--- config.mk ---
export PLATFORM = sky130hd
export DESIGN_NAME = tcm_port_arbiter
export DESIGN_NICKNAME = d
export VERILOG_FILES = /design/src/rtl/tcm_arb_pkg.sv /design/src/rtl/tcm_arb_starve_counter.sv /design/src/rtl/tcm_port_arbiter.sv
export SDC_FILE = /design/constraint.sdc
export NUM_CORES = 1
export LEC_CHECK = 0
export BUFFER_PORTS_ARGS = -buffer_cell sky130_fd_sc_hd__buf_2
export CAP_MARGIN = 0
export CORE_AREA = 2 2 88 90
export DETAILED_ROUTE_END_ITERATION = 10
export DIE_AREA = 0 0 90 92
export GPL_ROUTABILITY_DRIVEN = 0
export SLEW_MARGIN = 20
export SYNTH_ARGS = -nofsm -noshare
export SYNTH_HDL_FRONTEND = slang
export SYNTH_SLANG_ARGS = --single-unit
--- constraint.sdc ---
create_clock -name clk -period 1.7 [get_ports clk]
set_input_delay 0.255 -clock clk [delete_from_list [all_inputs] [get_ports clk]]
set_output_delay 0.255 -clock clk [all_outputs]
set_load 0.03 [all_outputs]
--- src/rtl/tcm_arb_pkg.sv ---
// Shared types and constants for the ITCM port arbiter.
//   owner_e     : who owns the read data returning next cycle
//   arb_state_e : arbiter session state (RUN / DRAIN / LOAD / RELEASE)
//   STARVE_LIMIT_DEF : default fetch starvation threshold (legal 1..15)
//   STARVE_CNT_W     : width of the starvation counter
package tcm_arb_pkg;

  typedef enum logic [1:0] {
    OWN_NONE,
    OWN_FETCH,
    OWN_LSU,
    OWN_LDR
  } owner_e;

  typedef enum logic [1:0] {
    RUN,
    DRAIN,
    LOAD,
    RELEASE
  } arb_state_e;

  localparam int unsigned STARVE_LIMIT_DEF = 4;
  localparam int unsigned STARVE_CNT_W     = 4;

endpackage

--- src/rtl/tcm_arb_starve_counter.sv ---
// Saturating fetch-starvation counter.
//   clk, rst  : clock, synchronous active-high reset
//   clr       : clear to zero (wins over inc)
//   inc       : count one more denied fetch cycle
//   at_limit  : counter has reached LIMIT (fetch gets top priority)
module tcm_arb_starve_counter
  import tcm_arb_pkg::*;
#(
  parameter int unsigned LIMIT = STARVE_LIMIT_DEF
) (
  input  logic clk,
  input  logic rst,
  input  logic clr,
  input  logic inc,
  output logic at_limit
);

  localparam logic [STARVE_CNT_W-1:0] LIMIT_C = STARVE_CNT_W'(LIMIT);

  logic [STARVE_CNT_W-1:0] cnt_q, cnt_d;

  // Holds at LIMIT instead of wrapping so fetch keeps its boost until granted.
  always_comb begin
    cnt_d = cnt_q;
    if (clr) begin
      cnt_d = '0;
    end else if (inc && (cnt_q != LIMIT_C)) begin
      cnt_d = cnt_q + STARVE_CNT_W'(1);
    end
  end

  always_ff @(posedge clk) begin
    if (rst) begin
      cnt_q <= '0;
    end else begin
      cnt_q <= cnt_d;
    end
  end

  assign at_limit = (cnt_q == LIMIT_C);

endmodule

--- src/rtl/tcm_port_arbiter.sv ---
// Arbiter for the single read/write port of the instruction TCM.
// Requesters: instruction fetch (read-only), load/store unit, program loader.
// One grant per cycle (combinational), read data returned one cycle later to
// the recorded owner. LSU beats fetch unless fetch has been denied
// STARVE_LIMIT cycles in a row. Loader sessions (DRAIN/LOAD/RELEASE) hold the
// core and flush fetch on release.
// Build option: define TCM_ARB_LOADER_EN to enable loader sessions; when
// undefined the arbiter stays in RUN and all loader inputs are ignored.
// Ports:
//   fetch_/lsu_/ldr_ req, we, addr, wdata : requests (held until gnt)
//   ldr_session   : loader asks for an exclusive session while high
//   *_gnt         : request accepted this cycle
//   *_rvalid,rdata: read data for the owner of last cycle's read
//   mem_*         : TCM port drive; mem_rdata valid the cycle after address
//   fetch_stall   : fetch_req & ~fetch_gnt
//   core_hold     : registered pipeline freeze during a session
//   fetch_flush   : registered one-cycle refetch pulse on session release
module tcm_port_arbiter
  import tcm_arb_pkg::*;
#(
  parameter int unsigned ADDR_WIDTH   = 12,
  parameter int unsigned DATA_WIDTH   = 32,
  parameter int unsigned STARVE_LIMIT = STARVE_LIMIT_DEF
) (
  input  logic                  clk,
  input  logic                  rst,
  input  logic                  fetch_req,
  input  logic                  lsu_req,
  input  logic                  ldr_req,
  input  logic                  lsu_we,
  input  logic                  ldr_we,
  input  logic [ADDR_WIDTH-1:0] fetch_addr,
  input  logic [ADDR_WIDTH-1:0] lsu_addr,
  input  logic [ADDR_WIDTH-1:0] ldr_addr,
  input  logic [DATA_WIDTH-1:0] lsu_wdata,
  input  logic [DATA_WIDTH-1:0] ldr_wdata,
  input  logic                  ldr_session,
  output logic                  fetch_gnt,
  output logic                  lsu_gnt,
  output logic                  ldr_gnt,
  output logic                  fetch_rvalid,
  output logic                  lsu_rvalid,
  output logic                  ldr_rvalid,
  output logic [DATA_WIDTH-1:0] rdata,
  output logic                  mem_we,
  output logic [ADDR_WIDTH-1:0] mem_addr,
  output logic [DATA_WIDTH-1:0] mem_wdata,
  input  logic [DATA_WIDTH-1:0] mem_rdata,
  output logic                  fetch_stall,
  output logic                  core_hold,
  output logic                  fetch_flush
);

  arb_state_e state_q, state_d;
  owner_e     owner_q, owner_d;
  logic       session_q, session_d;
  logic       core_hold_q, core_hold_d;
  logic       fetch_flush_q, fetch_flush_d;
  logic       starve_at_limit;
  logic       starve_clr;
  logic       starve_inc;
  logic       fetch_win;

  tcm_arb_starve_counter #(
    .LIMIT(STARVE_LIMIT)
  ) u_starve (
    .clk      (clk),
    .rst      (rst),
    .clr      (starve_clr),
    .inc      (starve_inc),
    .at_limit (starve_at_limit)
  );

  // Grants are suppressed while rst is high so the port is quiet in reset.
  always_comb begin
    fetch_gnt = 1'b0;
    lsu_gnt   = 1'b0;
    ldr_gnt   = 1'b0;
    fetch_win = fetch_req & (~lsu_req | starve_at_limit);
    if (!rst) begin
      case (state_q)
        RUN: begin
          fetch_gnt = fetch_win;
          lsu_gnt   = lsu_req & ~fetch_win;
        end
`ifdef TCM_ARB_LOADER_EN
        LOAD: ldr_gnt = ldr_req;
`endif
        default: ;
      endcase
    end
  end

  // Port mux and read ownership; writes leave no owner so no rvalid follows.
  always_comb begin
    mem_we    = 1'b0;
    mem_addr  = '0;
    mem_wdata = '0;
    owner_d   = OWN_NONE;
    if (fetch_gnt) begin
      mem_addr = fetch_addr;
      owner_d  = OWN_FETCH;
    end else if (lsu_gnt) begin
      mem_we    = lsu_we;
      mem_addr  = lsu_addr;
      mem_wdata = lsu_wdata;
      owner_d   = lsu_we ? OWN_NONE : OWN_LSU;
    end
`ifdef TCM_ARB_LOADER_EN
    else if (ldr_gnt) begin
      mem_we    = ldr_we;
      mem_addr  = ldr_addr;
      mem_wdata = ldr_wdata;
      owner_d   = ldr_we ? OWN_NONE : OWN_LDR;
    end
`endif
  end

  assign fetch_stall = fetch_req & ~fetch_gnt;
  assign starve_inc  = fetch_req & ~fetch_gnt;
  assign starve_clr  = fetch_gnt | (state_q == RELEASE);

  // Session entry is edge-triggered on ldr_session so a session still held
  // high after RELEASE does not immediately start another one.
  always_comb begin
    state_d = state_q;
`ifdef TCM_ARB_LOADER_EN
    session_d = ldr_session;
    case (state_q)
      RUN:     if (ldr_session && !session_q) state_d = DRAIN;
      DRAIN:   state_d = LOAD;
      LOAD:    if (!ldr_session) state_d = RELEASE;
      RELEASE: state_d = RUN;
      default: state_d = RUN;
    endcase
`else
    session_d = 1'b0;
    state_d   = RUN;
`endif
    core_hold_d   = (state_d != RUN);
    fetch_flush_d = (state_d == RELEASE);
  end

`ifndef TCM_ARB_LOADER_EN
  logic unused_ldr;
  assign unused_ldr = ^{ldr_session, ldr_req, ldr_we, ldr_addr, ldr_wdata, session_q};
`endif

  always_ff @(posedge clk) begin
    if (rst) begin
      state_q       <= RUN;
      owner_q       <= OWN_NONE;
      session_q     <= 1'b0;
      core_hold_q   <= 1'b0;
      fetch_flush_q <= 1'b0;
    end else begin
      state_q       <= state_d;
      owner_q       <= owner_d;
      session_q     <= session_d;
      core_hold_q   <= core_hold_d;
      fetch_flush_q <= fetch_flush_d;
    end
  end

  assign core_hold    = core_hold_q;
  assign fetch_flush  = fetch_flush_q;
  assign fetch_rvalid = (owner_q == OWN_FETCH);
  assign lsu_rvalid   = (owner_q == OWN_LSU);
  assign ldr_rvalid   = (owner_q == OWN_LDR);
  // mem_rdata is already the TCM's output register; only forward it to an owner.
  assign rdata        = (owner_q != OWN_NONE) ? mem_rdata : '0;

endmodule

==> results of run 1 <==
==> critical path, cell delays in order (launching register included) <==
cell and delay [ns]:
dfxtp_2 0.33, inv_2 0.05, ha_4 0.17, a311oi_4 0.27
buf_6 0.20, clkbuf_16 0.15, a22o_4 0.11, buf_6 0.12
==> routing by layer <==
layer / vias up / wire length [µm]
li1: 804 / -
met1: 770 / 2470
met2: 78 / 2940
met3: 0 / 452
met4: 0 / 0
met5: - / 0
==> cells by family after synthesis <==
family,synth area share
AND/OR/NAND/NOR,0.538
flip-flops,0.123
buffers and inverters,0.114
AO/OA/AOI/OAI,0.195
other,0.00384
adder cells (fa/ha/maj),0.0256
==> area by class of cell <==
cell class              count  area [µm²]  share of cell area
clock buffers               3        41.3              0.0149
flip-flops and latches      6         125              0.0450
multi-input cells         108         963               0.347
well taps                 102         128              0.0459
inverters                   4        15.0             0.00540
repair buffers            200        1510               0.542
==> flip-flops by register name, summed over array words and instances, names as in the netlist <==
name and count:
owner_q 2, u_starve.cnt_q 4
==> power breakdown <==
part,internal (µW),switching (µW)
combinational,355,373
sequential,146,3.26
clock,153,65.5
total,653,442
==> placed cells by master, fill, tap and decap left out, types with 2 or more instances in the layout <==
master,synthesis,final
inv_1,4,2
a22o_4,0,12
buf_6,4,52
a21oi_1,3,3
nor2b_1,35,34
dfxtp_1,6,2
nand4b_1,2,2
buf_2,2,127
dfxtp_2,0,4
clkbuf_8,0,3
buf_4,4,13
buf_16,0,3
nand4_1,3,3
and2_4,0,33
conb_1,1,3
nand2_1,4,4
inv_2,0,2
buf_12,0,2
clkbuf_16,0,2
==> timing repair <==
action,4_1_cts,5_1_grt
resized for setup,122,41
setup endpoints to repair,48,48
buffers inserted,6,3
pin swaps,15,14
gates cloned,3,3
==> stage by stage <==
stage | total power [µW] | area [µm²] | setup TNS [ns]
floorplan | 484 | 1030 | -0.323
detailed placement | 693 | 2060 | -5.17
finish | 1090 | 2780 | -7.43
CTS | 1060 | 2630 | -6.90
global placement | 687 | 2060 | -4.03
global route | 1150 | 2780 | -10.57
==> final timing paths <==
kind	from	end	cells after the start
setup / recovery	u_starve.cnt_q[0]	mem_addr[6]	7
hold / removal	rst	u_starve.cnt_q[1]	2
setup reg to reg	u_starve.cnt_q[0]	owner_q[1]	6
hold reg to reg	u_starve.cnt_q[2]	u_starve.cnt_q[2]	2
==> results_dict.tcl, run 1 <==
set metrics [dict create \
    fp.dieH_um 92 \
    drt-initial-drc-count 18 \
    diodes 0 \
    worstSetupStartpointType "register" \
    fill_cells 799 \
    cts_max_path_buffers 2 \
    finalClockSkew_ns 0.00244 \
    cts_buffers 3 \
    numPortBuffers 175 \
    std_cell_rows 32 \
    grtUsageMet3 0.0378 \
    cts_root_buffer "clkbuf_8" \
    cts_hold_buf 0 \
    synthTopCellsByArea "nor2b_1, and2_1, dfxtp_1, a22o_2, buf_6" \
    dp_slack_ns -0.139 \
    worstHoldPathType "input port to register" \
    grt_pass1_wl_um 8380 \
    synthToLayoutAreaGrowth_pct 185 \
    fin_crit_ns 1.88 \
    hold_viol_final 0 \
    crit_type "register to primary output" \
    cp.required_ns 1.44 \
    first_pass_iters 4 \
    grt_usage 0.125 \
    yosysWarnings 0 \
    path_max_fanout 4 \
    clock_latency_ns 0.22 \
    rsz0062_at_grt "true" \
    route.vias.total 1652 \
    fmax_ghz 0.532 \
    synthArstFlopShare 0 \
    rrSetupSlack_ns 0.42 \
    dpl.hpwl_um 4310 \
    slew_violations 0 \
    whs_ns 0.337 \
    grt_pass1_vias 1563 \
    post-route-util 0.373 \
    drive_gt1_frac 0.816 \
    cts.htree.levels 1 \
    busiest_layer "met2" \
    die_area_um2 8280 \
    synth_top_area_cell "nor2b_1" \
    initial_core_util 0.131 \
    drv_cap 0 \
    ant_nets 0 \
    final_nets 465 \
    outcome "finished, violations left" \
    clkTransAtPathRegs_ns 0.04 \
    syn_area_per_cell_um2 7.57 \
    vdd_drop_max_mv 0.321 \
    synth.distinct_cells 25 \
    finalCritPeriodShare 1.11 \
    synth_cells 129 \
    power_density_nw_per_um2 394 \
    drc 0 \
    ys_seq_area_frac 0.123 \
    wl_per_cell_um 13.9 \
    synth_edf_count 0 \
    arrival_ns 1.62 \
    fin_cells 423 \
    wl_um 5870 \
    grt_max_degree 33 \
    die_width_um 90 \
    setup_viol 48 \
    vias_per_cell 3.91 \
    cts_tree "yes" \
    endpoint_kind "primary output" \
    finalWorstSetupSlack_ns -0.179 \
    cts.sinks 6 \
    p_leak_uw 0.00150 \
    coreArea_um2 7450 \
    place_inst 406 \
    netlist_area_um2 976 \
    yosys-top-cells-count "nor2b_1, and2_1, a22o_2" \
    io_pins 226 \
    synth_top_area_frac 0.224 \
    synthFlopType "dfxtp_1" \
    grt_use_met1 0.152 \
    ys_ff_latch 6 \
    grt-ovfl-total 0 \
    violations "negative setup slack" \
    antenna_found_initial 0 \
    use_met2 0.227 \
    yosysMostFrequentCell "nor2b_1" \
]
(Power assumes the default switching activity.)
==> inputs of run 2 (changes only) <==
- CTS_CLUSTER_DIAMETER: default -> 30
- TNS_END_PERCENT: default -> 5
==> results_dict.tcl, run 2 (synthesized netlist as in run 1, its figures left out) <==
set metrics [dict create \
    outcome "finished, violations left" \
    violations "negative setup slack" \
    finalClockSkew_ns 0.000192 \
    cts.sinks 6 \
    finalWorstSetupSlack_ns -0.204 \
    vias_per_cell 3.85 \
    rrSetupSlack_ns 0.40 \
    slowest_delay_ns 0.32 \
    die_area_um2 8280 \
    wl_per_cell_um 13.2 \
    worstHoldPathType "input port to register" \
    first_pass_iters 4 \
    cts_max_path_buffers 2 \
    power_density_nw_per_um2 406 \
    rsz0062_at_grt "true" \
    largest_reg_flops 4 \
    synthToLayoutAreaGrowth_pct 159 \
    route.vias.total 1594 \
    vdd_drop_max_mv 0.375 \
    grt_usage 0.119 \
    p_leak_uw 0.00136 \
    final_nets 456 \
    initial_core_util 0.131 \
    cp_num_buf_inv 4 \
    arrival_ns 1.65 \
    grt-ovfl-total 0 \
    final_cell_mix "buf_2, buf_6, nor2b_1" \
    ant_nets 0 \
    dpl.hpwl_um 4320 \
    grt_pass1_vias 1552 \
    p_sw_uw 419 \
    clkTransAtPathRegs_ns 0.04 \
    slew_violations 0 \
    setup_viol 47 \
    largest_register "u_starve.cnt_q" \
    wl_um 5460 \
    drv_cap 0 \
    swShare 0.408 \
    path_max_fanout 8 \
    cp.required_ns 1.44 \
    clock_power_share 0.205 \
    crit_chain "inv_2, ha_4, a311oi_4, buf_4, buf_6, a22o_2, buf_6" \
    whs_ns 0.331 \
    ff2ff_path_depth 6 \
    cts_root_buffer "clkbuf_8" \
    cts_tree "yes" \
    drc 0 \
    cts_buffers 3 \
    finalCritPeriodShare 1.12 \
    cp.depth 7 \
    die_width_um 90 \
    reg2reg_from "u_starve.cnt_q[0]" \
    power_frac_seq 0.145 \
    numPortBuffers 175 \
    endpoint_kind "primary output" \
    r2r-end "owner_q[1]" \
    clock_latency_ns 0.22 \
    crit_end "mem_addr[3]" \
    crit_slowest_cell "dfxtp_2" \
    cp_top_family "buffers and inverters" \
    worstSetupStartpointType "register" \
    largestRegisters "u_starve.cnt_q x4, owner_q x2" \
    post-route-util 0.339 \
    drive_gt1_frac 0.792 \
    grt_max_degree 33 \
    p_int_uw 608 \
    crit_type "register to primary output" \
    crit_top_cell "buf_6" \
    fin_crit_ns 1.90 \
    diodes 0 \
    final_common_cell "buf_2" \
    cts.htree.levels 1 \
    fmax_ghz 0.525 \
    io_pins 226 \
    hold_viol_final 0 \
    crit_start "u_starve.cnt_q[0]" \
    coreArea_um2 7450 \
    std_cell_rows 32 \
    fp.dieH_um 92 \
    grt_pass1_wl_um 8000 \
    drt-initial-drc-count 18 \
    antenna_found_initial 0 \
    combPwrFrac 0.650 \
]
-- run 2: changes by cell type in the layout (fill, tap and decap cells not counted), moves of 3 or more --
cell / before / now
a22o_2: 0 / 11
and2_1: 1 / 5
a22o_4: 12 / 1
buf_16: 3 / 0
and2_4: 33 / 29
buf_6: 52 / 48
-- run 2: how the worst min path moves through the flow --
stage | from | end | cells after the start
6_report | lsu_we | owner_q[1] | 2
5_1_grt | lsu_we | owner_q[1] | 2
4_1_cts | lsu_we | owner_q[1] | 2
2_1_floorplan | rst | u_starve.cnt_q[0] | 1
3_3_place_gp | u_starve.cnt_q[0] | u_starve.cnt_q[0] | 3
3_5_place_dp | u_starve.cnt_q[0] | u_starve.cnt_q[0] | 3
-- run 2: worst reg2reg max path, cell delays in order (launching register included) --
cell and delay [ns]:
dfxtp_2 0.32, inv_2 0.05, ha_4 0.17, a311oi_4 0.29, buf_6 0.16, buf_12 0.13
and2b_1 0.12
-- run 2: timing repair --
action / CTS / global route
buffers inserted: 2 / 1
setup endpoints to repair: 48 / 48
pin swaps: 8 / 17
hold buffers: 0 / 0
gates cloned: 1 / 1
resized for setup: 125 / 20
-- run 2: per-layer routing --
layer / part of all wire / global-route usage
met5: 0 / 0
met4: 0.0015 / 0.0141
met3: 0.078 / 0.0345
met2: 0.51 / 0.214
met1: 0.41 / 0.144
-- run 2: power by group through the flow --
stage / clock [µW] / sequential, µW / combinational (µW)
3_3_place_gp: 0 / 150 / 538
6_report: 210 / 149 / 668
4_1_cts: 222 / 149 / 656
2_1_floorplan: 0 / 150 / 327
3_5_place_dp: 0 / 150 / 543
5_1_grt: 225 / 150 / 705
-- run 2: cell type report --
class / count / area (µm²)
well taps: 102 / 128
inverters: 4 / 15.0
fillers: 780 / 4920
multi-input cells: 108 / 871
repair buffers: 191 / 1350
flip-flops and latches: 6 / 123
clock buffers: 3 / 41.3
-- run 2: metrics by stage --
stage	std cells	total power, µW	worst slack, ns	TNS (ns)	instance area [µm²]
after floorplan	131	477	-0.0622	-2.06	987
after global placement	407	689	-0.132	-4.52	2020
after detailed placement	407	693	-0.176	-5.82	2020
after CTS	413	1030	-0.248	-10.81	2490
after global routing	414	1080	-0.266	-11.05	2530
final	414	1030	-0.204	-8.19	2530
